**config.mk**
```make
export PLATFORM = sky130hd
export DESIGN_NAME = datapath_ctrl
export DESIGN_NICKNAME = d
export VERILOG_FILES = /design/src/rtl/datapath_ctrl.sv
export SDC_FILE = /design/constraint.sdc
export NUM_CORES = 1
export LEC_CHECK = 0
export ABC_CLOCK_PERIOD_IN_PS = 2250
export BUFFER_PORTS_ARGS = -buffer_cell sky130_fd_sc_hd__buf_2
export CAP_MARGIN = 20
export CORE_ASPECT_RATIO = 0.5
export CORE_UTILIZATION = 45
export DETAILED_ROUTE_END_ITERATION = 10
export PLACE_DENSITY = 0.84
export SYNTH_ARGS = -nofsm -noshare
export SYNTH_HDL_FRONTEND = slang
export SYNTH_SLANG_ARGS = --single-unit
```
**constraint.sdc**
```tcl
create_clock -name clk -period 2.25 [get_ports clk]
set_input_delay 0.5625 -clock clk [delete_from_list [all_inputs] [get_ports clk]]
set_output_delay 0.5625 -clock clk [all_outputs]
set_load 0.02 [all_outputs]
```
**src/rtl/datapath_ctrl.sv**
```systemverilog
// Multi-cycle control FSM for a 16-bit load/store core: holds IR and PSR and
// sequences fetch/decode/exec/mem/wb strobes for the datapath.
module datapath_ctrl (
    input  logic        clk,
    input  logic        reset,
    input  logic [15:0] mem_rdata,
    input  logic        mem_ready,
    input  logic [4:0]  alu_flags,
    output logic        mem_req,
    output logic        mem_we,
    output logic        addr_sel,
    output logic        ir_en,
    output logic        pc_en,
    output logic        pc_sel,
    output logic [7:0]  alu_opcode,
    output logic [3:0]  rdest,
    output logic [3:0]  rsrc,
    output logic [7:0]  imm,
    output logic        b_sel,
    output logic        rf_we,
    output logic        wb_sel,
    output logic [4:0]  psr,
    output logic [2:0]  state
);

    localparam logic [2:0] S_FETCH  = 3'd0;
    localparam logic [2:0] S_DECODE = 3'd1;
    localparam logic [2:0] S_EXEC   = 3'd2;
    localparam logic [2:0] S_MEM    = 3'd3;
    localparam logic [2:0] S_WB     = 3'd4;

    localparam logic [3:0] OP_RR    = 4'h0;
    localparam logic [3:0] OP_MEM   = 4'h4;
    localparam logic [3:0] OP_ADDI  = 4'h5;
    localparam logic [3:0] OP_SHIFT = 4'h8;
    localparam logic [3:0] OP_SUBI  = 4'h9;
    localparam logic [3:0] OP_CMPI  = 4'hB;
    localparam logic [3:0] OP_BCOND = 4'hC;
    localparam logic [3:0] OP_NOP   = 4'hE;

    localparam logic [3:0] EXT_LOAD = 4'h0;
    localparam logic [3:0] EXT_STOR = 4'h4;
    localparam logic [3:0] EXT_LSH  = 4'h4;
    localparam logic [3:0] EXT_ASH  = 4'h6;
    localparam logic [3:0] EXT_ADD  = 4'h5;
    localparam logic [3:0] EXT_SUB  = 4'h9;
    localparam logic [3:0] EXT_CMP  = 4'hB;

    logic [2:0]  state_q, state_d;
    logic [15:0] ir_q;
    logic [4:0]  psr_q;

    logic [3:0] op, ext, cond;
    logic       is_alu, is_load, is_stor, is_bcond;
    logic       writes_rf, sets_psr, br_taken;

    logic mem_req_c, mem_we_c, addr_sel_c, ir_en_c, pc_en_c, pc_sel_c;
    logic rf_we_c, wb_sel_c, psr_en;

    assign op   = ir_q[15:12];
    assign ext  = ir_q[7:4];
    assign cond = ir_q[11:8];

    assign is_load  = (op == OP_MEM) && (ext == EXT_LOAD);
    assign is_stor  = (op == OP_MEM) && (ext == EXT_STOR);
    assign is_bcond = (op == OP_BCOND);
    assign is_alu   = !((op == OP_MEM) || (op == OP_BCOND) || (op == OP_NOP));

    // Compares only set flags; every other ALU-class op writes back.
    assign writes_rf = !(((op == OP_RR) && (ext == EXT_CMP)) || (op == OP_CMPI));
    assign sets_psr  = ((op == OP_RR) && ((ext == EXT_ADD) || (ext == EXT_SUB) || (ext == EXT_CMP)))
                     || (op == OP_ADDI) || (op == OP_SUBI) || (op == OP_CMPI);

    // psr bit order {C,L,F,Z,N}: Z is bit 1, C is bit 4.
    always_comb begin
        br_taken = 1'b0;
        case (cond)
            4'h0:    br_taken = psr_q[1];
            4'h1:    br_taken = !psr_q[1];
            4'h2:    br_taken = psr_q[4];
            4'h3:    br_taken = !psr_q[4];
            4'hE:    br_taken = 1'b1;
            default: br_taken = 1'b0;
        endcase
    end

    always_ff @(posedge clk or posedge reset) begin
        if (reset) begin
            state_q <= S_FETCH;
        end else begin
            state_q <= state_d;
        end
    end

    always_comb begin
        state_d = state_q;
        case (state_q)
            S_FETCH:  if (mem_ready) state_d = S_DECODE;
            S_DECODE: state_d = S_EXEC;
            S_EXEC:   state_d = (is_load || is_stor) ? S_MEM : S_FETCH;
            S_MEM:    if (mem_ready) state_d = is_stor ? S_FETCH : S_WB;
            S_WB:     state_d = S_FETCH;
            default:  state_d = S_FETCH;
        endcase
    end

    always_comb begin
        mem_req_c  = 1'b0;
        mem_we_c   = 1'b0;
        addr_sel_c = 1'b0;
        ir_en_c    = 1'b0;
        pc_en_c    = 1'b0;
        pc_sel_c   = 1'b0;
        rf_we_c    = 1'b0;
        wb_sel_c   = 1'b0;
        psr_en     = 1'b0;
        case (state_q)
            S_FETCH: begin
                mem_req_c = 1'b1;
                ir_en_c   = mem_ready;
            end
            S_EXEC: begin
                if (!(is_load || is_stor)) begin
                    pc_en_c = 1'b1;
                    if (is_bcond) begin
                        pc_sel_c = br_taken;
                    end else if (is_alu) begin
                        rf_we_c = writes_rf;
                        psr_en  = sets_psr;
                    end
                end
            end
            S_MEM: begin
                mem_req_c  = 1'b1;
                addr_sel_c = 1'b1;
                mem_we_c   = is_stor;
                pc_en_c    = is_stor && mem_ready;
            end
            S_WB: begin
                rf_we_c  = 1'b1;
                wb_sel_c = 1'b1;
                pc_en_c  = 1'b1;
            end
            default: begin
            end
        endcase
    end

    always_ff @(posedge clk or posedge reset) begin
        if (reset) begin
            ir_q <= 16'h0000;
        end else if (ir_en_c) begin
            ir_q <= mem_rdata;
        end
    end

    always_ff @(posedge clk or posedge reset) begin
        if (reset) begin
            psr_q <= 5'b0;
        end else if (psr_en) begin
            psr_q <= alu_flags;
        end
    end

    // Strobes are forced low combinationally so a request dies the moment reset rises.
    assign mem_req  = mem_req_c  & ~reset;
    assign mem_we   = mem_we_c   & ~reset;
    assign addr_sel = addr_sel_c & ~reset;
    assign ir_en    = ir_en_c    & ~reset;
    assign pc_en    = pc_en_c    & ~reset;
    assign pc_sel   = pc_sel_c   & ~reset;
    assign rf_we    = rf_we_c    & ~reset;
    assign wb_sel   = wb_sel_c   & ~reset;

    assign alu_opcode = {ir_q[15:12], ir_q[7:4]};
    assign rdest      = ir_q[11:8];
    assign rsrc       = ir_q[3:0];
    assign imm        = ir_q[7:0];
    assign b_sel      = !((op == OP_RR) || (op == OP_MEM) ||
                          ((op == OP_SHIFT) && ((ext == EXT_LSH) || (ext == EXT_ASH))));
    assign psr        = psr_q;
    assign state      = state_q;

endmodule
```
# Word level (Yosys, flattened, before mapping)
# Index checks and enable logic that the tools add are counted.
[word_totals]
inputBits = 24
elab_cells = 86
output_inout_bits = 41
reg_bits = 24
[op_classes]
reduce_logical = 28
n_bitwise = 9
muxes = 24
eq_ne = 22
[op_table]
columns = ["op", "n"]
rows = [
  ["$eq A4 B4 Y1 const B", 8],
  ["$eq A4 B3 Y1 const B", 5],
  ["$mux W1", 16],
  ["$logic_not A4 Y1", 3],
  ["$logic_or A1 B1 Y1", 12],
  ["$pmux W3 S4", 1],
  ["$mux W3", 3],
  ["$and A1 B1 Y1", 8],
  ["$eq A4 B2 Y1 const B", 2],
  ["$eq A3 B2 Y1 const B", 2],
  ["$logic_and A1 B1 Y1", 6],
  ["$pmux W1 S5", 1],
  ["$eq A4 B1 Y1 const B", 1],
  ["$logic_not A1 Y1", 4],
  ["$ne A2 B2 Y1 const B", 2],
  ["$eq A3 B1 Y1 const B", 1],
  ["$eq A3 B3 Y1 const B", 1],
  ["$logic_not A3 Y1", 1],
  ["$pmux W1 S3", 1],
  ["$mux W2", 1],
  ["$pmux W1 S2", 1],
  ["$reduce_and A2 Y1", 1],
  ["$reduce_or A2 Y1", 1],
  ["$not A1 Y1", 1],
]

# Logic depth before layout (Yosys ltp)
[depth]
ltp_word = 11
mapped_depth = 5
depth_no_buf = 4

# Worst setup path before layout
# Ideal clock, no wire load.
[synth_path]
path_type = "flip-flop to output port"
start = "reg state_q[2], in the netlist state[2]"
end = "out pc_en"
t_arrival_ns = 1.964
stages_incl_launch_ff = 5
path_slack_ns = -0.277
path_buffers = 0
path_cell_list = "dfrtp_1 > nand2b_1 > nor3b_1 > and3_2 > a22o_1"
[synth_between]
elab_chain_len = 3
elab_cells_between_ends = 5
classes_between = "eq/ne (3); mux (1); bitwise (1)"
[synth_rtl]
columns = ["item", "line", "rtl"]
rows = [
  ["from (decl)", "49", "logic [2:0] state_q, state_d;"],
  ["from (signal assigned)", "91", "state_q <= state_d;"],
  ["$eq A3 B3 Y1 or $eq A3 B2 Y1 (tied branches)", "117", "case (state_q)"],
  ["$pmux W1 S3 (*)", "117", ""],
  ["$and A1 B1 Y1 (*)", "170", "assign pc_en = pc_en_c & ~reset;"],
  ["to (decl)", "13", "output logic pc_en,"],
]
# Mark *: on every way between the ends. The rest lies on a longest branch, timed or not.

# Final worst setup path
[layout_path]
start = "reg ir_q[15]"
end = "out pc_en"
[layout_between]
elab_chain_len = 6
elab_cells_between_ends = 8
classes_between = "eq/ne (1); mux (2); bitwise (1); reduce/logical (4)"
[layout_rtl]
columns = ["item", "line", "rtl"]
rows = [
  ["from (decl)", "50", "logic [15:0] ir_q;"],
  ["from (signal assigned)", "153", "ir_q <= mem_rdata;"],
  ["$eq A4 B3 Y1 (*)", "64, 65", ""],
  ["$logic_and A1 B1 Y1, on equally long branches", "64, 65", ""],
  ["$logic_or A1 B1 Y1", "123", "if (!(is_load || is_stor)) begin"],
  ["$mux W1", "123", ""],
  ["$pmux W1 S3 (*)", "117", ""],
  ["$and A1 B1 Y1 (*)", "170", ""],
]
# Marks and branches as above.

==> out/metrics.csv <==
metric,value,unit
slowest_stage,dfrtp_1,
timing.final.crit_share,102,%
cts.htree.levels,1,
drive_gt1_share,63.6,%
port_buffers,64,
grt.total_usage,18.3,%
wl_per_cell,13.9,µm
ys_types,35,
p_int,1.53,mW
synth.avg_cell_area,12.3,µm²
crit_type,reg -> out,
pre_cts_slack,0.242,ns
seqPwrFrac,32.1,%
first_global_vias,969,
synthTopCellsByArea,"dfrtp_1 45%, mux2_4 13%, mux2_2 6.7%, buf_4 4.5%, buf_6 4.2%",
dieArea,3220,µm²
grt-ovfl-total,0,
tightest_slew,0.367,ns
yosysTopAreaCell,dfrtp_1,
antenna_found_initial,0,
powerDensity,1590,nW/µm²
worst_ep_arrival_time,1.73,ns
initial_core_util,49.5,%
power.leakage,0.895,nW
ys_ff_latch,24,
ios,65,
setup_viol,1,
p_clk_share,10.6,%
required,1.69,ns
drtAntennaViolNets,0,
syn_nets,133,
viasPerCell,5.10,
slew-limit-headroom,75.2,%
crit_path_start,ir_q[15],
crit_cells,5,
drt_iter0_drc,40,
regToRegEndpoint,psr[4],
hold_viol,0,
cts.path.max_buffers,2,
cts_made_buffers,3,
cts_tree,built,
post-dp-hpwl,2120,µm
endpoint_kind,primary output,
rsz0062_at_grt,yes,
core,2720,µm²
place_congestion,0.729,
cts.sinks,24,
grt_max_degree,25,
rows,13,
grt_pass1_wl,4280,µm
fillers,212,
multiInputGateArea,643,µm²
finalCriticalPeriod,2.29,ns
ff2ff_setup_slack,0.51,ns
status,finished with violations,
yosys_warnings,0,
synthCells,109,
crit_path_max_fanout,5,
synth_ff_type,dfrtp_1,
ir_drop,686,µV
async_reset_ff_share,100,%
clock_latency,0.27,ns
timing.rr.start,ir_q[5],
n_antenna_cell,0,
fin_ws,-0.0430,ns
wl,2920,µm
path_buf_inv,1,
swShare,44.9,%
synth_most_common_cell,dfrtp_1,
synth_top_cells_by_count,"24 x dfrtp_1, 12 x mux2_4, 8 x buf_4, 8 x mux2_2, 8 x nand2_1",
die_w,79.3,µm
nNetsFinal,198,
ys_seq_area_share,44.7,%
whs,0.430,ns
combinationalPowerShare,57.3,%
critPathMaxStageDelay,0.39,ns
path_cells,nor4_1 > and3_2 > and3_2 > a22o_1 > buf_4,
route.detailed.drc,0,
cap_violations,0,
max_freq,436,MHz
vias,1071,
synth_edf_count,0,
dr.pass1.iters,4,
startpoint_type,register,
crit_end,pc_en,
path_clk_slew,0.09,ns
p_sw,1.25,mW
root_buffer,clkbuf_8,
die_h,40.7,µm
r2r_cells,5,
syn2layout_area_growth,30.0,%
path_delay_family,simple AND/OR/NAND/NOR gates,
syn_area,1350,µm²
worst_clock_skew,0.00746,ns
path_common_cell,and3_2,
seq_area,604,µm²
violations,negative setup slack,
hold_path_class,in -> async,
synth_top_area_share,44.7,%
slew_viol_final,0,
[routing by layer]
| layer | up-vias | GRT usage (%) | wire, µm |
|---|---|---|---|
| met5 | - | 0 | 0 |
| met1 | 521 | 23.4 | 1260 |
| met2 | 35 | 31.9 | 1510 |
| li1 | 513 | - | - |
| met3 | 2 | 4.67 | 135 |
| met4 | 0 | 5.45 | 12 |
[layout make-up]
cell class	instances	share of cell area, %
well taps	37	2.65
flip-flops and latches	24	34.5
clock buffers	4	3.15
repair buffers	73	22.5
multi-input cells	70	36.8
inverters	2	0.429
[power groups by stage]
stage,sequential (mW),combinational (mW),clock (mW)
final,0.894,1.60,0.294
after CTS,0.885,1.58,0.308
after global routing,0.929,1.71,0.326
after global placement,0.892,1.49,0
after detailed placement,0.904,1.52,0
after floorplan,1.12,0.987,0
[logic make-up after synthesis]
family	share of synthesized area (%)
compound gates	6.79
simple gates	16.5
buf+inv	9.21
flops	44.7
xor+xnor	1.30
mux	21.6
[worst reg2reg max path, cell delays in order, from the launching register on]
cell       delay [ns]
dfrtp_1          0.40
buf_4            0.16
nor3b_1          0.21
o2111ai_1        0.14
a211o_4          0.40
mux2_4           0.31
[through the flow]
| stage | power (mW) | setup TNS, ns | cells | util (%) | area [µm²] |
|---|---|---|---|---|---|
| finish | 2.78 | -0.0430 | 210 | 64.4 | 1750 |
| global route | 2.96 | -0.192 | 210 | 64.4 | 1750 |
| CTS | 2.77 | 0 | 209 | 63.4 | 1720 |
| detailed placement | 2.43 | 0 | 202 | 60.5 | 1640 |
| global placement | 2.38 | 0 | 202 | 60.5 | 1640 |
| floorplan | 2.11 | 0 | 109 | - | 1360 |
[placed cells by master (no fill, tap or decap), types with 3 or more instances in the layout]
cell      count
buf_4        11
buf_2        62
dfrtp_1      21
clkbuf_8      4
dfrtp_2       3
mux2_4       12
nand2_1       8
o21ai_0       3
mux2_2        8
nor3_1        3
[registers in the layout, indices dropped and copies added (netlist names)]
register and count:
psr 5, state 3, ir_q 16
[worst min path at each step]
| stage | startpoint | endpoint | slack (ns) | cells past startpoint |
|---|---|---|---|---|
| 3_5_place_dp | psr[0] | psr[0] | 0.49 | 1 |
| 5_1_grt | reset | state[1] | 0.45 | 3 |
| 4_1_cts | reset | state[1] | 0.42 | 3 |
| 6_report | reset | ir_q[11] | 0.43 | 3 |
| 3_3_place_gp | psr[0] | psr[0] | 0.50 | 1 |
| 2_1_floorplan | reset | ir_q[0] | 0.58 | 1 |
[timing repair]
action,in CTS,in global routing
setup endpoints to repair,1,3
gates resized for setup,0,9
pin swaps,1,1
hold buffers,0,0
buffers inserted,3,1
Power figures use the tool's default switching activity.
